[config.mk]
export PLATFORM = sky130hd
export DESIGN_NAME = i2c_target_regs
export DESIGN_NICKNAME = d
export VERILOG_FILES = /design/src/rtl/i2c_target_regs.sv
export SDC_FILE = /design/constraint.sdc
export NUM_CORES = 1
export LEC_CHECK = 0
export CELL_PAD_IN_SITES_DETAIL_PLACEMENT = 1
export CELL_PAD_IN_SITES_GLOBAL_PLACEMENT = 2
export CORE_UTILIZATION = 38
export CTS_CLUSTER_DIAMETER = 120
export DETAILED_ROUTE_END_ITERATION = 8
export MAX_ROUTING_LAYER = met4
export PLACE_DENSITY_LB_ADDON = 0.1
export SLEW_MARGIN = 0
export SYNTH_ARGS = -nofsm -noshare
export SYNTH_HDL_FRONTEND = slang
export SYNTH_SLANG_ARGS = --single-unit
[constraint.sdc]
create_clock -name CLK -period 5.01 [get_ports CLK]
set_clock_uncertainty 0.15 [all_clocks]
set_input_delay 0.501 -clock CLK [delete_from_list [all_inputs] [get_ports CLK]]
set_output_delay 0.501 -clock CLK [all_outputs]
set_load 0.02 [all_outputs]
[src/rtl/i2c_target_regs.sv]
`timescale 1ns/1ps
// ---------------------------------------------------------------------------
// i2c_target_regs
//
// I2C target (slave) that exposes a small file of 8-bit registers. A write
// transaction carries a register pointer byte followed by data bytes, which
// are stored at the pointer with auto-increment and wrap-around.
//
// The bus is sampled entirely in the CLK domain through two-flop
// synchronisers. CLK must run at least 16x faster than SCL.
//
// Parameters:
//   ADDR      7-bit bus address this target answers to
//   NUM_REGS  number of 8-bit registers (1..16)
//
// Ports:
//   CLK     system clock, rising edge only
//   RST     synchronous active-high reset
//   SCL     bus clock from the controller (asynchronous)
//   SDA_IN  sampled bus data line (asynchronous)
//   SDA_OE  1 = pull SDA low, 0 = release (open-drain pad is outside)
//   REGS    register file, flattened, reg k at [8k+7:8k]
//   BUSY    high from an addressed START match until STOP / next START
//   OK      one-CLK pulse for every data byte written into REGS
//
// Build option:
//   I2C_TARGET_READ_EN  when defined, read transactions are supported;
//                       otherwise a matching read address is NACKed.
// ---------------------------------------------------------------------------
module i2c_target_regs #(
  parameter logic [6:0] ADDR     = 7'h42,
  parameter int         NUM_REGS = 4
) (
  input  logic                  CLK,
  input  logic                  RST,
  input  logic                  SCL,
  input  logic                  SDA_IN,
  output logic                  SDA_OE,
  output logic [NUM_REGS*8-1:0] REGS,
  output logic                  BUSY,
  output logic                  OK
);

  localparam int            PW        = (NUM_REGS > 1) ? $clog2(NUM_REGS) : 1;
  localparam logic [PW-1:0] LAST_PTR  = PW'(NUM_REGS - 1);
  localparam logic [8:0]    REG_LIMIT = 9'(NUM_REGS);

  typedef enum logic [3:0] {
    S_IDLE,
    S_ADDR,
    S_ADDR_ACK,
    S_PTR,
    S_PTR_ACK,
    S_WDATA,
    S_WDATA_ACK,
`ifdef I2C_TARGET_READ_EN
    S_RDATA,
    S_RDATA_ACK,
`endif
    S_IGNORE
  } state_t;

  state_t        r_state;
  logic [1:0]    r_sclSync;
  logic [1:0]    r_sdaSync;
  logic          r_sclPrev;
  logic          r_sdaPrev;
  logic [6:0]    r_shift;
  logic [2:0]    r_bitCnt;
  logic          r_ackOn;
  logic [PW-1:0] r_ptr;
  logic [7:0]    r_regs [NUM_REGS];
`ifdef I2C_TARGET_READ_EN
  logic          r_isRead;
  logic [7:0]    r_txByte;
`endif

  logic          w_scl;
  logic          w_sda;
  logic          w_sclRise;
  logic          w_sclFall;
  logic          w_start;
  logic          w_stop;
  logic [7:0]    w_byte;
  logic          w_lastBit;
  logic [PW-1:0] w_ptrNext;

  // Synchronisers reset to 1 so a reset looks like an idle bus.
  always_ff @(posedge CLK) begin
    if (RST) begin
      r_sclSync <= 2'b11;
      r_sdaSync <= 2'b11;
      r_sclPrev <= 1'b1;
      r_sdaPrev <= 1'b1;
    end else begin
      r_sclSync <= {r_sclSync[0], SCL};
      r_sdaSync <= {r_sdaSync[0], SDA_IN};
      r_sclPrev <= w_scl;
      r_sdaPrev <= w_sda;
    end
  end

  assign w_scl     = r_sclSync[1];
  assign w_sda     = r_sdaSync[1];
  assign w_sclRise = w_scl & ~r_sclPrev;
  assign w_sclFall = ~w_scl & r_sclPrev;
  // SCL must be stably high across both samples for START/STOP.
  assign w_start   = w_scl & r_sclPrev & r_sdaPrev & ~w_sda;
  assign w_stop    = w_scl & r_sclPrev & ~r_sdaPrev & w_sda;
  // Byte as it will look once the bit on this rising edge is shifted in.
  assign w_byte    = {r_shift, w_sda};
  assign w_lastBit = (r_bitCnt == 3'd7);
  assign w_ptrNext = (r_ptr == LAST_PTR) ? '0 : r_ptr + PW'(1);

  for (genvar k = 0; k < NUM_REGS; k++) begin : g_regsOut
    assign REGS[8*k +: 8] = r_regs[k];
  end

  // Protocol FSM. ACK states use r_ackOn to tell the first SCL fall
  // (start driving the ACK) from the second (release and move on).
  always_ff @(posedge CLK) begin
    if (RST) begin
      r_state  <= S_IDLE;
      SDA_OE   <= 1'b0;
      BUSY     <= 1'b0;
      OK       <= 1'b0;
      r_ptr    <= '0;
      r_shift  <= '0;
      r_bitCnt <= '0;
      r_ackOn  <= 1'b0;
      for (int k = 0; k < NUM_REGS; k++) begin
        r_regs[k] <= 8'h00;
      end
`ifdef I2C_TARGET_READ_EN
      r_isRead <= 1'b0;
      r_txByte <= '0;
`endif
    end else begin
      OK <= 1'b0;
      if (w_stop) begin
        r_state <= S_IDLE;
        SDA_OE  <= 1'b0;
        BUSY    <= 1'b0;
      end else if (w_start) begin
        r_state  <= S_ADDR;
        r_bitCnt <= '0;
        SDA_OE   <= 1'b0;
        BUSY     <= 1'b0;
      end else begin
        case (r_state)
          S_ADDR: begin
            if (w_sclRise) begin
              r_shift  <= w_byte[6:0];
              r_bitCnt <= r_bitCnt + 3'd1;
              if (w_lastBit) begin
                r_ackOn <= 1'b0;
                if (w_byte[7:1] == ADDR) begin
`ifdef I2C_TARGET_READ_EN
                  r_isRead <= w_byte[0];
                  r_state  <= S_ADDR_ACK;
                  BUSY     <= 1'b1;
`else
                  if (w_byte[0]) begin
                    r_state <= S_IGNORE;
                  end else begin
                    r_state <= S_ADDR_ACK;
                    BUSY    <= 1'b1;
                  end
`endif
                end else begin
                  r_state <= S_IGNORE;
                end
              end
            end
          end

          S_ADDR_ACK: begin
            if (w_sclFall) begin
              if (!r_ackOn) begin
                SDA_OE  <= 1'b1;
                r_ackOn <= 1'b1;
              end else begin
                r_ackOn  <= 1'b0;
                r_bitCnt <= '0;
`ifdef I2C_TARGET_READ_EN
                if (r_isRead) begin
                  // First data bit goes out on the same fall that ends the ACK.
                  r_txByte <= r_regs[r_ptr];
                  SDA_OE   <= ~r_regs[r_ptr][7];
                  r_state  <= S_RDATA;
                end else begin
                  SDA_OE  <= 1'b0;
                  r_state <= S_PTR;
                end
`else
                SDA_OE  <= 1'b0;
                r_state <= S_PTR;
`endif
              end
            end
          end

          S_PTR: begin
            if (w_sclRise) begin
              r_shift  <= w_byte[6:0];
              r_bitCnt <= r_bitCnt + 3'd1;
              if (w_lastBit) begin
                r_ackOn <= 1'b0;
                if ({1'b0, w_byte} < REG_LIMIT) begin
                  r_ptr   <= w_byte[PW-1:0];
                  r_state <= S_PTR_ACK;
                end else begin
                  r_state <= S_IGNORE;
                end
              end
            end
          end

          S_PTR_ACK, S_WDATA_ACK: begin
            if (w_sclFall) begin
              if (!r_ackOn) begin
                SDA_OE  <= 1'b1;
                r_ackOn <= 1'b1;
              end else begin
                SDA_OE   <= 1'b0;
                r_ackOn  <= 1'b0;
                r_bitCnt <= '0;
                r_state  <= S_WDATA;
              end
            end
          end

          S_WDATA: begin
            if (w_sclRise) begin
              r_shift  <= w_byte[6:0];
              r_bitCnt <= r_bitCnt + 3'd1;
              if (w_lastBit) begin
                r_regs[r_ptr] <= w_byte;
                OK            <= 1'b1;
                r_ptr         <= w_ptrNext;
                r_ackOn       <= 1'b0;
                r_state       <= S_WDATA_ACK;
              end
            end
          end

`ifdef I2C_TARGET_READ_EN
          S_RDATA: begin
            if (w_sclFall) begin
              if (w_lastBit) begin
                SDA_OE  <= 1'b0;
                r_ptr   <= w_ptrNext;
                r_ackOn <= 1'b0;
                r_state <= S_RDATA_ACK;
              end else begin
                r_txByte <= {r_txByte[6:0], 1'b0};
                SDA_OE   <= ~r_txByte[6];
                r_bitCnt <= r_bitCnt + 3'd1;
              end
            end
          end

          // r_ackOn here records that the controller ACKed the byte.
          S_RDATA_ACK: begin
            if (w_sclRise) begin
              if (w_sda) begin
                r_state <= S_IGNORE;
              end else begin
                r_ackOn <= 1'b1;
              end
            end else if (w_sclFall && r_ackOn) begin
              r_ackOn  <= 1'b0;
              r_txByte <= r_regs[r_ptr];
              SDA_OE   <= ~r_regs[r_ptr][7];
              r_bitCnt <= '0;
              r_state  <= S_RDATA;
            end
          end
`endif

          default: begin
            SDA_OE <= 1'b0;
          end
        endcase
      end
    end
  end

endmodule

# After elaboration in Yosys (flattened, before gate mapping)

Memories as Yosys holds them, arrays and structs flattened.
Index checks and enable logic that the tools add are counted.

Flip-flop bits (word level): 26
Bits in latches: 0
RAM bits: 32
ROM bits: 0
Bits of input ports: 4
Output and inout port bits: 35
Word-level logic and storage cells: 131
Memories: 1

Memory list:

| name   | depth | width | read ports | clocked after memory_dff | write ports | RTL line | RTL |
|---|---|---|---|---|---|---|---|
| r_regs | 4     | 8     | 4          | 0                        | 4           | 72       | `logic [7:0] r_regs [NUM_REGS];` |

$add $sub $neg: 2
Multiply operators: 0
Divide/modulo/power cells: 0
Magnitude comparators: 1
Eq/ne operators: 36
Shifts and indexed selects: 0
Multiplexer cells: 45
Bitwise gates (word level): 14
Reduce and logical (&&, ||, !) cells: 19

Operator list:

| kind                                                | count |
|---|---|
| 2-to-1 mux 4 bit                                    | 11 |
| != test 3 bit (second input constant)               | 10 |
| != test 2 bit (second input constant)               | 11 |
| AND reduction 11 bit                                | 2 |
| one-hot mux 4 bit (5 select lines)                  | 1 |
| 2-to-1 mux 2 bit                                    | 8 |
| 2-to-1 mux 1 bit                                    | 15 |
| 2-to-1 mux 3 bit                                    | 5 |
| == test 4 x 3 -> 1 bit (second input constant)      | 3 |
| AND reduction 5 bit                                 | 2 |
| != test 3 x 1 -> 1 bit (second input constant)      | 3 |
| OR reduction 3 bit                                  | 3 |
| == test 4 x 2 -> 1 bit (second input constant)      | 2 |
| < comparator 8 x 3 -> 1 bit (second input constant) | 1 |
| 2-to-1 mux 8 bit                                    | 1 |
| AND reduction 8 bit                                 | 1 |
| OR reduction 8 bit                                  | 1 |
| AND 1 bit                                           | 7 |
| == test 7 bit (second input constant)               | 1 |
| NOT 1 bit                                           | 7 |
| != test 2 x 1 -> 1 bit (second input constant)      | 3 |
| one-hot mux 3 bit (2 select lines)                  | 1 |
| AND reduction 6 bit                                 | 1 |
| nonzero test 6 bit                                  | 1 |
| 13 further kinds                                    | 16 |

# Logic depth before layout (Yosys ltp)

Gate-level depths: netlist of the first run.

Depth in word-level cells: 10
Gate-level depth with buffers: 7
Mapped depth without buffers: 7

# Worst setup path after synthesis of the first run

No wires, ideal clock.

Path type: register to register
Start: reg r_bitCnt[0]
End: mem r_regs[2][0] (enable)
Library setup time: 309 ps
Data arrival time: 1625 ps
Data required time: 4551 ps
Slack: 2925 ps
Cell stages (with the launch flop): 8
Buffers on the path: 0
Period minus slack after synthesis: 2085 ps
Cell sequence: dfxtp_1 > ha_1 > ha_1 > and3b_2 > nor3b_4 > nand2b_4 > nor3b_4 > or2_2

RTL lines:

| what                   | RTL line | RTL |
|---|---|---|
| start, declared        | 69       | `logic [2:0] r_bitCnt;` |
| start signal, assigned | 154      | `r_bitCnt <= r_bitCnt + 3'd1;` |
| start signal, assigned | 206      | `r_bitCnt <= r_bitCnt + 3'd1;` |
| start signal, assigned | 236      | `r_bitCnt <= r_bitCnt + 3'd1;` |
| end, declared          | 72       |  |

==> results.toml, run 1 <==
[status]
status = "finished clean"

[cts]
insertion_delay_ps = 320
cts_resized = 0
cts_setup_buffers = 0
clk_transition_reported_paths_ps = 60
cts_hold_buf = 0
cts_tree = "yes"
cts_buffers = 9
htreeDepth = 3
clockRootBuffer = "clkbuf_8"
cts_sinks = 57
cts_buffer_depth = 2

[synthesis]
synth_compound_area_share_pct = 6.62
synth_top_cell_by_area = "edfxtp_1"
synthAdderAreaFrac_pct = 1.54
synth_top_cells_by_count = "and2_1, edfxtp_1, dfxtp_1, nor2_1, or2_2"
syn_inst = 196
synth_nets = 203
synth_flop_cell = "edfxtp_1"
synthSimpleGateAreaFrac_pct = 24.8
synth_area_sq_mm = 0.00244
avgSynthCellArea_sq_um = 12.4
ys_seq_elements = 57
synth_area_leaders = "edfxtp_1, dfxtp_1, and2_1, mux2i_1, nor2_1"
muxShareOfSynthArea_pct = 5.03
yosysWarnings = 0
synth_top_family_by_area = "simple AND/OR/NAND/NOR gates"
yosysUniqueCellTypes = 43
synth_top_area_share_pct = 39.4
async_flop_share_pct = 0
synth-xor-area-share_pct = 0.359
synth_edf_count = 32
ys_seq_area_share_pct = 59.9

[power]
p_leak_nw = 1.16
ir_worst_vdd_uv = 153
powerDensity_mw_per_mm2 = 304

[final_layout]
antenna_cells = 0
drive_gt1_share_pct = 16.0
synthToLayoutAreaGrowth_pct = 24.8
nNetsFinal = 245
seq_area_sq_mm = 0.00146
nFillCells = 630
multiInputGateArea_sq_um = 936

[sta]
max_slew.worst_pin.slew_ps = 800
finalSetupViolations = 0
fin_crit_sh_pct = 48.7
fin_setup_tns_ps = 0
period_minus_slack_ps = 2440
maxClockFrequency_mhz = 410
worst_slew_margin_rel_pct = 46.5
maxSlewViolCount = 0
worst_slack_ps = 2570
finalHoldViolCount = 0
rsz0062_at_grt = "false"

[grt]
grt_pass1_vias = 1723
antenna_found_initial = 0
grt-ovfl-total = 0
grt_pass1_wl_um = 8450
grt_util_all_layers_pct = 18.3
grt_start_max_net_pins = 25

[die]
coreArea_sq_mm = 0.00606
die_h_um = 82.1
initial_core_util_pct = 40.3
io_pins = 39
die_w_um = 82.1
die-area_sq_mm = 0.00675
rows = 28

[drt]
postRouteWirelength_um = 5170
ant_nets = 0
firstDrtPassIters = 4
drt_iter0_drc = 40
num_vias = 1616
vias_per_cell = 5.08
drc = 0
wl_per_cell_um = 16.2

[worst_hold_path]
hp-class = "reg2reg"
min_from = "r_sclSync[0]$_SDFF_PP1_"

[place]
dp_slack_ps = 2210
gp_congestion = 0.817
port_buffers = 38
place_hpwl_um = 3610

[setup_path]
start_kind = "input port"
crit_arrival_ps = 2300
cp-end-kind = "register"
cp-startpoint = "RST"
cp_max_fo = 24
worst-r2r-setup-slack_ps = 2590
required_ps = 4870
rr_startpoint = "r_bitCnt[0]$_SDFFE_PP0P_"
path_class = "in2reg"

[run]
maxCapViolCount = 0
kinds of logic after synthesis:
logic type | Yosys count
XOR/XNOR | 1
AND/OR/NAND/NOR | 93
adder cells (fa/ha/maj) | 3
buffers and inverters | 9
AO/OA/AOI/OAI | 21
multiplexers | 12
flip-flops | 57
sequential cells by signal, indices dropped and copies added, names as in the netlist:
register	count
SDA_OE	1
r_ackOn	1
r_regs	32
r_sdaSync	2
r_shift	7
r_bitCnt	3
OK	1
r_state	3
r_sclPrev	1
r_ptr	2
r_sclSync	2
BUSY	1
r_sdaPrev	1
worst max-delay path: stages:
cell and delay, ps:
clkdlybuf4s50_1 820, nand2b_4 370, nor3b_4 320, or2_2 270
stage by stage:
stage	instances	hold slack [ps]	total power [mW]	area (sq um)	utilization [%]
2_1_floorplan	196	239	0.551	2440	-
3_3_place_gp	302	249	0.575	2880	47.5
3_5_place_dp	302	257	0.577	2880	47.5
4_1_cts	318	281	0.939	3050	50.2
5_1_grt	318	291	0.962	3050	50.2
6_report	318	277	0.925	3050	50.2
power by group:
| part | switching, mW | leakage, nW | internal (mW) |
|---|---|---|---|
| Sequential | 0.00752 | 0.532 | 0.504 |
| Combinational | 0.0293 | 0.547 | 0.0251 |
| Clock | 0.169 | 0.0838 | 0.190 |
| Total | 0.206 | 1.16 | 0.719 |
area by class of cell:
class / count / share of cell area, %
flip-flops and latches: 57 / 48.0
multi-input cells: 130 / 30.7
repair buffers: 38 / 12.5
clock buffers: 12 / 4.77
well taps: 75 / 3.08
clock inverters: 4 / 0.698
inverters: 2 / 0.247
final timing paths:
check,end,cells after the start
setup / recovery,r_regs[2][0]$_SDFFCE_PN0P_,4
setup reg to reg,r_regs[2][0]$_SDFFCE_PN0P_,7
hold reg to reg,r_sclSync[1]$_SDFF_PP1_,1
hold / removal,r_sclSync[1]$_SDFF_PP1_,1
layer usage:
metal / vias to the layer above / part of all wire [%] / global-route usage, %
met5: - / 0 / -
met4: 0 / 1.4 / 9.47
met3: 7 / 3.3 / 4.29
met2: 36 / 53 / 30.4
met1: 793 / 43 / 20.5
li1: 780 / - / -
cell usage in the layout (no fill, tap or decap), types with 2 or more instances in the layout:
master and count:
clkdlybuf4s50_1 38, and2_1 32, edfxtp_1 32, dfxtp_1 25, nor2_1 23, or2_2 11, mux2i_1 10, clkbuf_8 10
nand2_1 6, nor3_1 4, a21oi_1 4, nor3b_4 3, ha_1 3, inv_1 2, and2b_2 2, o31ai_1 2
a22o_1 2, nor4_4 2, a41oi_1 2, mux2_2 2, clkbuf_1 2, clkinv_2 2
No activity file was read; power rests on OpenSTA's default activity.
==> run 2: changes to the inputs <==
--- a/config.mk
+++ b/config.mk
@@ -7,7 +7,7 @@
 export LEC_CHECK = 0
 export CELL_PAD_IN_SITES_DETAIL_PLACEMENT = 1
 export CELL_PAD_IN_SITES_GLOBAL_PLACEMENT = 2
-export CORE_UTILIZATION = 38
+export CORE_UTILIZATION = 35
 export CTS_CLUSTER_DIAMETER = 120
 export DETAILED_ROUTE_END_ITERATION = 8
 export MAX_ROUTING_LAYER = met4
==> constraint.sdc (replaced) <==
create_clock -name CLK -period 2.4 [get_ports CLK]
set_clock_uncertainty 0.15 [all_clocks]
set_input_delay 0.24 -clock CLK [delete_from_list [all_inputs] [get_ports CLK]]
set_output_delay 0.24 -clock CLK [all_outputs]
set_load 0.02 [all_outputs]
==> run 2 against run 1 <==
  * Combinational power increased by 130%
  * Power increased by 120%
  * Via count increased by 2.7%
  * Final cell count increased by 4.1%
  * Final area increased by 2.6%
  * Global-route usage decreased by 0.85 points
  * Die area increased by 8.3%
  * Flip-flop and latch count unchanged
  * First-iteration DRC count increased by 63%
  * Sequential share of layout area decreased by 1.2 points
  * Routed wire length increased by 5.2%
  * Hold slack got worse by 11 ps
  * Critical path type is now reg2reg
  * Critical endpoint is now r_regs[0][1]$_SDFFCE_PN0P_
==> results.toml, run 2 (synthesis gave the netlist of run 1 again) <==
[status]
status = "finished clean"

[sta]
maxClockFrequency_mhz = 457
worst_slack_ps = 211
rsz0062_at_grt = "false"
max_slew.worst_pin.slew_ps = 495
finalSetupViolations = 0
maxSlewViolCount = 0
worst_slew_margin_rel_pct = 67.0
fin_crit_sh_pct = 91.2
period_minus_slack_ps = 2190
fin_setup_tns_ps = 0
finalHoldViolCount = 0

[power]
powerDensity_mw_per_mm2 = 656
intPower_mw = 1.59
combPwrFrac_pct = 6.2
p_leak_nw = 1.21
power_switching_mw = 0.464
seqPwrFrac_pct = 51.9
clockPowerShare_pct = 41.9
ir_worst_vdd_uv = 296
finalPower_mw = 2.05
swShare_pct = 22.6

[grt]
grt-ovfl-total = 0
grt_start_max_net_pins = 22
antenna_found_initial = 0
grt_pass1_wl_um = 9120
grt_util_all_layers_pct = 17.4
grt_pass1_vias = 1767

[place]
place_hpwl_um = 3770
gp_congestion = 0.799
dp_cells = 315
port_buffers = 38
dp_slack_ps = 193

[final_layout]
final_cell_mix = "clkdlybuf4s50_1, and2_1, edfxtp_1"
largest_reg_flops = 32
top_register = "r_regs"
multiInputGateArea_sq_um = 936
nNetsFinal = 253
final_common_cell = "clkdlybuf4s50_1"
seq_area_sq_mm = 0.00146
final_cells = 331
drive_gt1_share_pct = 18.7
post-route-util_pct = 46.3
antenna_cells = 0
synthToLayoutAreaGrowth_pct = 28.1
largestRegisters = "r_regs x32, r_shift x7"
nFillCells = 731

[die]
coreArea_sq_mm = 0.00676
die_w_um = 85.5
rows = 30
die-area_sq_mm = 0.00731
die_h_um = 85.5
initial_core_util_pct = 36.1
io_pins = 39

[cts]
cts_buffer_depth = 2
cts_setup_buffers = 0
cts_buffers = 9
cts_resized = 0
insertion_delay_ps = 330
htreeDepth = 3
cts_hold_buf = 0
cts_sinks = 57
cts_tree = "yes"
clockRootBuffer = "clkbuf_8"
clk_transition_reported_paths_ps = 60

[setup_path]
cp_num_buf_inv = 0
start_kind = "register"
cpPeakStageDelay_ps = 340
slowest_stage = "dfxtp_1"
path_class = "reg2reg"
worstPathCellList = "ha_1 -> ha_1 -> and3b_2 -> nor3b_4 -> nand2b_4 -> nor3_4 -> or2_2"
cp_common_cell = "ha_1"
required_ps = 2280
cp_max_fo = 9
critPathTopFamily = "simple AND/OR/NAND/NOR gates"
cp-end-kind = "register"
crit_arrival_ps = 2070

[drt]
postRouteWirelength_um = 5440
vias_per_cell = 5.01
num_vias = 1659
drt_iter0_drc = 65
drc = 0
firstDrtPassIters = 4
ant_nets = 0
wl_per_cell_um = 16.4

[run]
maxCapViolCount = 0

[worst_hold_path]
hp-class = "reg2reg"
[run 2: cell type report]
cell class | count | area share, %
Timing Repair Buffer | 46 | 14.1
Clock buffer | 12 | 4.32
Multi-Input combinational cell | 130 | 29.9
Inverter | 2 | 0.240
Sequential cell | 57 | 46.8
Clock inverter | 4 | 1.44
Tap cell | 80 | 3.20
[run 2: through the flow]
step	instance area, sq um	hold slack [ps]
floorplan	2440	194
global placement	2950	247
detailed placement	2950	253
CTS	3130	271
global route	3130	276
finish	3130	266
[run 2: final timing paths]
kind,start,to,slack (ps),depth (start not counted)
worst max-delay path,r_bitCnt[0]$_SDFFE_PP0P_,r_regs[0][1]$_SDFFCE_PN0P_,210,7
worst min-delay path,r_sdaSync[0]$_SDFF_PP1_,r_sdaSync[1]$_SDFF_PP1_,270,1
worst max register to register,r_bitCnt[0]$_SDFFE_PP0P_,r_regs[0][1]$_SDFFCE_PN0P_,210,7
worst min register to register,r_sdaSync[0]$_SDFF_PP1_,r_sdaSync[1]$_SDFF_PP1_,270,1
[run 2: routing by layer]
metal	vias to the layer above	wire, um	GRT usage (%)	share of wire [%]
li1	801	-	-	-
met1	807	2370	19.9	44
met2	41	2760	28.4	51
met3	10	214	6.16	3.9
met4	0	95	6.21	1.7
met5	-	0	-	0
[run 2: power groups by stage]
stage	clock (mW)	sequential [mW]	combinational, mW
6_report	0.859	1.06	0.127
5_1_grt	0.935	1.07	0.135
4_1_cts	0.881	1.06	0.129
3_5_place_dp	0	1.09	0.128
3_3_place_gp	0	1.08	0.126
2_1_floorplan	0	1.11	0.0421
